--- config.mk ---
export PLATFORM = sky130hd
export DESIGN_NAME = dest_write_arbiter_flat
export DESIGN_NICKNAME = d
export VERILOG_FILES = /design/src/rtl/dest_arb_pkg.sv /design/src/rtl/dest_write_arbiter_if.sv /design/src/rtl/dest_rr_picker.sv /design/src/rtl/dest_write_arbiter.sv /design/src/flat_wrapper.sv
export SDC_FILE = /design/constraint.sdc
export NUM_CORES = 1
export LEC_CHECK = 0
export ABC_AREA = 1
export CAP_MARGIN = 20
export CORE_MARGIN = 5
export CORE_UTILIZATION = 40
export DETAILED_ROUTE_END_ITERATION = 6
export PLACE_DENSITY = 0.82
export SYNTH_ARGS = -nofsm -noshare
export SYNTH_HDL_FRONTEND = slang
export SYNTH_SLANG_ARGS = --single-unit
--- constraint.sdc ---
create_clock -name clk -period 3.3 [get_ports clk]
set_clock_uncertainty 0.05 [all_clocks]
set_input_delay 0.825 -clock clk [delete_from_list [all_inputs] [get_ports clk]]
set_output_delay 0.825 -clock clk [all_outputs]
set_load 0.02 [all_outputs]
--- src/rtl/dest_arb_pkg.sv ---
// Shared types and the rotate-priority pick helper for the
// destination register file write arbiter.
package dest_arb_pkg;

  localparam int DEST_AW = 3;
  localparam int DEST_DW = 16;
  localparam int MAXREQ  = 8;

  typedef enum logic {
    ST_INIT,
    ST_ARB
  } state_t;

  typedef struct packed {
    logic       found;
    logic [2:0] idx;
  } pick_t;

  // First set bit of valid scanning upward from ptr, modulo n.
  function automatic pick_t rr_pick(
    input logic [MAXREQ-1:0] valid,
    input logic [2:0]        ptr,
    input int                n
  );
    pick_t r;
    int    j;
    r = '0;
    for (int k = MAXREQ - 1; k >= 0; k--) begin
      if (k < n) begin
        j = int'(ptr) + k;
        if (j >= n) j = j - n;
        if (valid[3'(j)]) begin
          r.found = 1'b1;
          r.idx   = 3'(j);
        end
      end
    end
    return r;
  endfunction

endpackage

--- src/rtl/dest_write_arbiter_if.sv ---
// Requester / register-file side bundle of the destination
// write arbiter.
interface dest_write_arbiter_if #(
  parameter int NREQ = 4,
  parameter int DW   = 16,
  parameter int AW   = 3
);
  localparam int IW = $clog2(NREQ);

  logic [NREQ-1:0]    req_valid;
  logic [NREQ*AW-1:0] req_addr;
  logic [NREQ*DW-1:0] req_data;
  logic               stall;
  logic [NREQ-1:0]    req_ready;
  logic               cap_en;
  logic [AW-1:0]      addr;
  logic [DW-1:0]      wdata;
  logic [IW-1:0]      grant_id;
  logic               init_busy;

  modport master (
    output req_valid, req_addr, req_data, stall,
    input  req_ready, cap_en, addr, wdata,
    input  grant_id, init_busy
  );

  modport slave (
    input  req_valid, req_addr, req_data, stall,
    output req_ready, cap_en, addr, wdata,
    output grant_id, init_busy
  );

endinterface

--- src/rtl/dest_rr_picker.sv ---
// Combinational rotate-priority encoder: valid + start pointer
// to one-hot grant and winner index.
module dest_rr_picker
  import dest_arb_pkg::*;
#(
  parameter  int N  = 4,
  localparam int IW = $clog2(N)
) (
  input  logic [N-1:0]  valid,
  input  logic [IW-1:0] ptr,
  output logic [N-1:0]  grant,
  output logic [IW-1:0] idx,
  output logic          found
);

  logic [MAXREQ-1:0] v8;
  pick_t             p;

  always_comb begin
    v8        = '0;
    v8[N-1:0] = valid;
    p         = rr_pick(v8, 3'(ptr), N);
    found     = p.found;
    idx       = IW'(p.idx);
    grant     = '0;
    if (p.found) grant[IW'(p.idx)] = 1'b1;
  end

endmodule

--- src/rtl/dest_write_arbiter.sv ---
// Round-robin write arbiter for the 8 x 16 destination register file.
// DEST_ARB_INIT_CLEAR_EN adds a post-reset zero sweep of every entry.
module dest_write_arbiter
  import dest_arb_pkg::*;
#(
  parameter int NREQ = 4,
  parameter int DW   = DEST_DW,
  parameter int AW   = DEST_AW
) (
  input logic                  clk,
  input logic                  rst_n,
  dest_write_arbiter_if.slave  bus
);

  localparam int IW = $clog2(NREQ);

  logic [IW-1:0]   ptr_q, ptr_d;
  logic [IW-1:0]   gid_q, gid_d;
  logic            cap_q, cap_d;
  logic [AW-1:0]   addr_q, addr_d;
  logic [DW-1:0]   wdata_q, wdata_d;
  logic [NREQ-1:0] pick_gnt;
  logic [IW-1:0]   pick_idx;
  logic            pick_found;
  logic            in_init;
  logic [AW-1:0]   sweep_addr;
  logic            xfer;

`ifdef DEST_ARB_INIT_CLEAR_EN
  state_t        state_q, state_d;
  logic [AW-1:0] cnt_q, cnt_d;

  always_comb begin
    state_d = state_q;
    cnt_d   = cnt_q;
    if (state_q == ST_INIT) begin
      cnt_d = cnt_q + 1'b1;
      if (cnt_q == {AW{1'b1}}) state_d = ST_ARB;
    end
  end

  always_ff @(posedge clk or negedge rst_n) begin
    if (!rst_n) begin
      state_q <= ST_INIT;
      cnt_q   <= '0;
    end else begin
      state_q <= state_d;
      cnt_q   <= cnt_d;
    end
  end

  assign in_init    = (state_q == ST_INIT);
  assign sweep_addr = cnt_q;
`else
  assign in_init    = 1'b0;
  assign sweep_addr = '0;
`endif

  dest_rr_picker #(.N(NREQ)) u_pick (
    .valid (bus.req_valid),
    .ptr   (ptr_q),
    .grant (pick_gnt),
    .idx   (pick_idx),
    .found (pick_found)
  );

  assign xfer = pick_found & ~in_init & ~bus.stall;

  always_comb begin
    cap_d   = 1'b0;
    addr_d  = addr_q;
    wdata_d = wdata_q;
    gid_d   = gid_q;
    ptr_d   = ptr_q;
    if (in_init) begin
      cap_d   = 1'b1;
      addr_d  = sweep_addr;
      wdata_d = '0;
    end else if (xfer) begin
      cap_d   = 1'b1;
      addr_d  = bus.req_addr[pick_idx*AW +: AW];
      wdata_d = bus.req_data[pick_idx*DW +: DW];
      gid_d   = pick_idx;
      ptr_d   = (pick_idx == IW'(NREQ - 1)) ? '0
              : pick_idx + 1'b1;
    end
  end

  always_ff @(posedge clk or negedge rst_n) begin
    if (!rst_n) begin
      cap_q   <= 1'b0;
      addr_q  <= '0;
      wdata_q <= '0;
      gid_q   <= '0;
      ptr_q   <= '0;
    end else begin
      cap_q   <= cap_d;
      addr_q  <= addr_d;
      wdata_q <= wdata_d;
      gid_q   <= gid_d;
      ptr_q   <= ptr_d;
    end
  end

  assign bus.req_ready = xfer ? pick_gnt : '0;
  assign bus.cap_en    = cap_q;
  assign bus.addr      = addr_q;
  assign bus.wdata     = wdata_q;
  assign bus.grant_id  = gid_q;
  assign bus.init_busy = in_init;

endmodule

--- src/flat_wrapper.sv ---
// flat-port wrapper written by rule: the top's interface ports become plain ports
module dest_write_arbiter_flat import dest_arb_pkg::*;
#(
  parameter int NREQ = 4,
  parameter int DW   = DEST_DW,
  parameter int AW   = DEST_AW
)
  (clk, rst_n, bus_req_valid, bus_req_addr, bus_req_data, bus_stall, bus_req_ready, bus_cap_en, bus_addr, bus_wdata, bus_grant_id, bus_init_busy);
  dest_write_arbiter_if #(.NREQ(NREQ), .DW(DW), .AW(AW)) bus_i ();
  input logic clk;
  input logic rst_n;
  input wire logic [$bits(bus_i.req_valid)-1:0] bus_req_valid;
  input wire logic [$bits(bus_i.req_addr)-1:0] bus_req_addr;
  input wire logic [$bits(bus_i.req_data)-1:0] bus_req_data;
  input wire logic [$bits(bus_i.stall)-1:0] bus_stall;
  output wire logic [$bits(bus_i.req_ready)-1:0] bus_req_ready;
  output wire logic [$bits(bus_i.cap_en)-1:0] bus_cap_en;
  output wire logic [$bits(bus_i.addr)-1:0] bus_addr;
  output wire logic [$bits(bus_i.wdata)-1:0] bus_wdata;
  output wire logic [$bits(bus_i.grant_id)-1:0] bus_grant_id;
  output wire logic [$bits(bus_i.init_busy)-1:0] bus_init_busy;
  assign bus_i.req_valid = bus_req_valid;
  assign bus_i.req_addr = bus_req_addr;
  assign bus_i.req_data = bus_req_data;
  assign bus_i.stall = bus_stall;
  assign bus_req_ready = bus_i.req_ready;
  assign bus_cap_en = bus_i.cap_en;
  assign bus_addr = bus_i.addr;
  assign bus_wdata = bus_i.wdata;
  assign bus_grant_id = bus_i.grant_id;
  assign bus_init_busy = bus_i.init_busy;
  dest_write_arbiter #(.NREQ(NREQ), .DW(DW), .AW(AW)) u_core (.clk(clk), .rst_n(rst_n), .bus(bus_i));
endmodule
Yosys cells after proc, flatten, opt, wreduce, memory -nomap -nowiden
Index checks and enable logic that the tools add are counted.
W data, S select, Z words.
Word-level totals
  register bits after elaboration: 24
  bits of input ports: 83
Operators by class
  mux-type cells: 26
  $add $sub $neg: 8
  $mul: 1
  magnitude comparators: 10
  reduce and logical (&&, ||, !) cells: 1
  bitwise operators: 2
  shifts and indexed selects: 2
  eq/ne operators: 1
Operator list (number)
  $shiftx A64 B7 Y16: 1
  $ge A32 B4 Y1 const B: 1
  $mux W4: 6
  $lt A3 B5 Y1 const B: 4
  $bmux W1 S3: 4
  $mux W3: 4
  $shiftx A12 B5 Y3: 1
  $mux W1: 10
  $sub A3 B3 Y3 const B: 3
  $add A2 B2 Y3 const B: 2
  $ge A3 B3 Y1 const B: 2
  $mul A2 B2 Y4 const B: 1
  $add A2 B1 Y3 const B: 1
  $ge A2 B3 Y1 const B: 1
  $lt A2 B3 Y1 const B: 1
  $sub A2 B3 Y3 const B: 1
  $add A2 B1 Y2 const B: 1
  $demux W1 S2: 1
  $eq A2 B2 Y1 const B: 1
  $ge A2 B1 Y1 const B: 1
  $mux W2: 1
  $and A1 B1 Y1: 1
  $logic_and A1 B1 Y1: 1
  $not A1 Y1: 1

Longest topological paths before layout
  word-level depth: 16
  depth in mapped cells: 17
  mapped depth without buffers: 15

Cells and area by module
A second synthesis with hierarchy kept.
Second synthesis, totals
  cell total of the unflattened synthesis: 336
  area, all modules: 2004.4 um^2
Modules (own cells, without submodules)
  dest_write_arbiter: sequential area each 600.6 um^2, area each 1666.6 um^2, cells each 283, times used 1
  dest_rr_picker: sequential area each 0.0 um^2, area each 337.8 um^2, cells each 53, times used 1

Least setup slack after synthesis
No wires, ideal clock.
  path kind: reg-to-output
  start: reg u_core.ptr_q[0]
  end: out bus_req_ready[3]
  setup slack: 0.169 ns
  required time: 2.425 ns
  buffers on the path: 2
  arrival time: 2.256 ns
  stages on the path, launching flop included: 16
  cells stage by stage: dfrtp_1 -> inv_2 -> ha_1 -> inv_1 -> nand3_1 -> nand3_2 -> nand2_2 -> nand2_1 -> nand2_2 -> nand2_2 -> buf_6 -> buf_4 -> inv_1 -> ha_1 -> inv_1 -> nor2_1
Between the ends
  word-level cells in the longest chain between the ends: 16
RTL lines
  start, declared: RTL line dest_write_arbiter.sv:17  | logic [IW-1:0] ptr_q, ptr_d;
  start signal, assigned: RTL line dest_write_arbiter.sv:101  | ptr_q <= ptr_d;
  $add A2 B2 Y3: RTL line dest_arb_pkg.sv:30  | j = int'(ptr) + k;
  $ge A32 B4 Y1 or $sub A3 B3 Y3 (tied branches): RTL line dest_arb_pkg.sv:31  | if (j >= n) j = j - n;
  $mux W3: RTL line dest_arb_pkg.sv:31
  $bmux W1 S3: RTL line dest_arb_pkg.sv:32  | if (valid[3'(j)]) begin
  $mux W1 (not written as such) (2 in a row): RTL line dest_arb_pkg.sv:32
  $mux W4 (3 in a row): RTL line dest_arb_pkg.sv:32
  $mux W4 (*): RTL line dest_arb_pkg.sv:32
  $lt A2 B3 Y1 (not written as such) or $ge A2 B1 Y1 (tied branches): RTL line dest_rr_picker.sv:26  | if (p.found) grant[IW'(p.idx)] = 1'b1;
  $logic_and A1 B1 Y1 (not written as such): RTL line dest_rr_picker.sv:26
  $mux W1 (not written as such): RTL line dest_rr_picker.sv:26
  $demux W1 S2: RTL line dest_rr_picker.sv:26
  $mux W4: RTL line dest_rr_picker.sv:26
  $mux W4 (*): RTL line dest_write_arbiter.sv:105  | assign bus.req_ready = xfer ? pick_gnt : '0;
  end, declared: RTL line flat_wrapper.sv:16  | output wire logic [$bits(bus_i.req_ready)-1:0] bus_req_ready;
Every way passes the cells marked *; elsewhere a longest branch is shown, timed or not. The select of a mux whose other input is x is not followed.

Worst setup path after layout
Ends and elaborated chain as after synthesis.

==> impl_results.rst <==
.. list-table::
   :header-rows: 1

   * - Metric
     - Value
   * - Max Buffers Root-to-Sink
     - 2
   * - Max Fclk
     - 328.6 MHz
   * - Post-layout min period
     - 3.044 ns
   * - Std-Cell Rows
     - 25
   * - Placer's final routability congestion estimate
     - 0.8713
   * - Cell variety after synth
     - 24
   * - Vertical extent of the die
     - 81.14 um
   * - GRT Residual Overflow
     - 0
   * - Setup repair after global routing missed its margin
     - false
   * - Cell at the root of the clock tree
     - clkbuf_8
   * - Result of the run
     - finished, final reports clean
   * - Area grow syn2layout
     - 65.02%
   * - Capturing instance or port of the critical path
     - bus_req_ready[3]
   * - Critical Path Fanout Max
     - 5
   * - Residual DRC count
     - 0
   * - Capturing point of the worst reg2reg path
     - u_core.bus.wdata[3]
   * - Maximum vdd ir drop
     - 0.5905 mV
   * - Most used cells in the layout excluding fill and tap cells
     - clkdlybuf4s50_1, nand2_1, nand3_1
   * - Relative contribution of the clock network to total power
     - 4.7%
   * - Synth Warn #
     - 0
   * - Antenna violations before repair
     - 0
   * - Worst endpoint required time
     - 2.42 ns
   * - Layout cells sized above 1
     - 11.91%
   * - Wire length of the first global-routing pass
     - 9570 um
   * - Gate Count Post-Synth
     - 328
   * - Sort of element at the end of the critical path
     - output pin
   * - Sequence of cells on the critical path
     - inv_2, ha_1, inv_1, nand3_1, nand3_2, nand2_2, nand2_1, nand2_2, nand2_4, inv_1, ha_2, inv_1, nor2_1, buf_4
   * - Total Power Consumption
     - 0.003540 W
   * - Global-route total usage across every layer
     - 18.13%
   * - Buffers added on ports
     - 108
   * - Type of the tightest min-delay check
     - reg2reg
   * - Net count reported at finish
     - 534
   * - Share of total power in combinational logic
     - 80.2%
   * - Critical path buffers and inverters
     - 5
   * - Net switching power
     - 0.001801 W
   * - Leakage power of the design
     - 1.760 nW
   * - Pin count of the biggest net entering global routing
     - 53
   * - Clock tree from TritonCTS
     - yes
   * - Number of storage elements in the synthesis netlist
     - 24
   * - Max-slew violation count
     - 0
   * - Crit path depth
     - 14
   * - Clock network latency to the later pin of the worst-skew pair
     - 0.26 ns
   * - Reported max-cap violation count
     - 0
   * - Die Footprint
     - 0.006584 sq mm
   * - Cell count after placement
     - 507
   * - Post-synthesis instance area
     - 0.002024 sq mm
   * - Cell with the biggest individual delay on the critical path
     - dfrtp_1
   * - Worst-case setup margin in the final layout
     - 0.2563 ns
   * - Power Dens Cells
     - 1060 mW/mm^2
   * - Critical path data arrival time
     - 2.17 ns
   * - Net Count, Synth
     - 415
   * - Area contributors post-synth
     - dfrtp_1, nand2_1, nand3_1
   * - Area share of the largest cell type after synthesis
     - 29.67%
   * - CTS H-tree depth
     - 1
   * - Worst R2R Setup Slack
     - 0.92 ns
   * - Initial standard-cell utilization of the core
     - 42.03%
   * - Die X-Extent
     - 81.14 um
   * - Post-place setup slack
     - -0.4544 ns
   * - Post-synth top area cell
     - dfrtp_1
   * - Boundary Pins
     - 110
   * - Fin util
     - 69.35%
   * - Number of buffers inserted during clock tree synthesis
     - 3
   * - Commonest non-fill, non-tap cell in the layout
     - clkdlybuf4s50_1
   * - Post-route insts no fill
     - 512
   * - Sequential element share of the synthesized area
     - 29.67%
   * - Vias after detailed routing
     - 2343
   * - CP delay by family, top
     - simple AND/OR/NAND/NOR gates
   * - Remaining antenna violation count after routing
     - 0
   * - Final Hold Viols
     - 0
   * - Kind of start point of the critical path
     - flip-flop
   * - Switching share of power
     - 50.87%
   * - Post-route fraction of the period consumed by the critical path
     - 92.23%
   * - Critical Path Most Common Cell
     - inv_1
   * - Hold Worst Slack
     - 0.4342 ns
   * - Iteration count of the initial detailed-routing pass
     - 4
   * - Start point of the critical path
     - u_core.ptr_q[0]
   * - Sequential power share
     - 15.1%
   * - WL per Instance
     - 12.36 um
   * - Type of the setup path with the least slack
     - reg2out
   * - Startpoint of the worst register-to-register path
     - u_core.ptr_q[0]
   * - Detailed-placement wirelength estimate
     - 4971 um
   * - Worst-path clk slew
     - 0.08 ns
   * - Cell-internal power
     - 0.001739 W
   * - Final count of negative-setup-slack endpoints
     - 0
   * - Total wire length after detailed routing
     - 6327 um
   * - Final antenna diode count
     - 0
   * - Mean number of vias per cell
     - 4.576
   * - Violation count after the first detailed-routing iteration
     - 119
   * - Standard cell core area
     - 0.004817 sq mm
   * - Cell depth of the worst flop-to-flop path
     - 13
   * - Crit-path max cell delay
     - 0.37 ns
   * - TritonCTS sink count
     - 24
   * - Syn Area/Cell
     - 6.172 sq um
   * - Number of global-route vias before repair
     - 2266
-- worst min path at each step --
| stage | startpoint | slack (ns) | depth (start not counted) | to |
|---|---|---|---|---|
| finish | u_core.bus.wdata[1] | 0.43 | 2 | u_core.bus.wdata[1] |
| global route | u_core.bus.wdata[14] | 0.46 | 2 | u_core.bus.wdata[14] |
| CTS | u_core.bus.wdata[1] | 0.44 | 2 | u_core.bus.wdata[1] |
| detailed placement | u_core.bus.wdata[14] | 0.42 | 2 | u_core.bus.wdata[14] |
| global placement | u_core.bus.wdata[14] | 0.42 | 2 | u_core.bus.wdata[14] |
| floorplan | rst_n | 0.48 | 0 | u_core.bus.addr[0] |
-- power groups by stage --
stage | clock network [W] | logic [W] | registers, W
CTS | 0.000174 | 0.00272 | 0.000534
floorplan | 0 | 0.00169 | 0.000710
finish | 0.000168 | 0.00284 | 0.000534
global placement | 0 | 0.00266 | 0.000533
detailed placement | 0 | 0.00274 | 0.000536
global route | 0.000181 | 0.00317 | 0.000555
-- worst register-to-register path, delay by kind of cell (launching register included) --
| family | cells | cell delay [ns] |
|---|---|---|
| buffers and inverters | 5 | 0.55 |
| DFF | 1 | 0.37 |
| adders and majority gates | 1 | 0.35 |
| AOI/OAI and AO/OA | 1 | 0.09 |
| and+or+nand+nor | 6 | 0.91 |
-- synthesized netlist by cell type, drive strengths merged --
master and instances:
nand3 73, inv 64, nor2 8, o22ai 1, nor3 1, dfrtp 24
a21oi 1, or2 26, o21bai 1, nand2 105, ha 4, o21a 1
nand4 1, clkbuf 3, conb 1, buf 13, nand3b 1
-- area by class of cell --
class                      count  area [sq um]
fill                         449          1476
sequential                    24         600.6
clock buffer                   3         41.29
timing repair buffer         130          1241
multi-input combinational    224          1134
inverter                      64         240.2
tap                           67         83.83
-- sequential cells by signal, summed over array words and instances (netlist names) --
signal	cells
u_core.bus.wdata	16
u_core.bus.cap_en	1
u_core.ptr_q	2
u_core.bus.grant_id	2
u_core.bus.addr	3
-- through the flow --
step                instance area, sq um   TNS, ns
floorplan                           2024         0
global placement                    3241    -1.535
detailed placement                  3241    -1.709
CTS                                 3266  -0.02883
global route                        3341         0
finish                              3341         0
-- what timing repair did --
action	CTS	global route
gates resized for setup	18	20
pin swaps	0	7
hold buffers	0	0
setup buffers	0	2
hold endpoints to repair	0	0
setup endpoints to repair	4	4
-- routing by layer --
metal	vias to the layer above	GRT usage (%)	wire [um]
met5	-	0	0
met4	0	3.716	86
met3	10	3.769	374
met2	77	34.15	3351
met1	1032	20.96	2514
li1	1224	-	-
-- cell families after synthesis --
| group | synth area share (%) |
|---|---|
| fa+ha+maj | 2.472 |
| buf+inv | 16.75 |
| simple gates | 49.07 |
| flops | 29.67 |
| compound gates | 1.854 |
| other cells | 0.1852 |
Power figures use the tool's default switching activity.
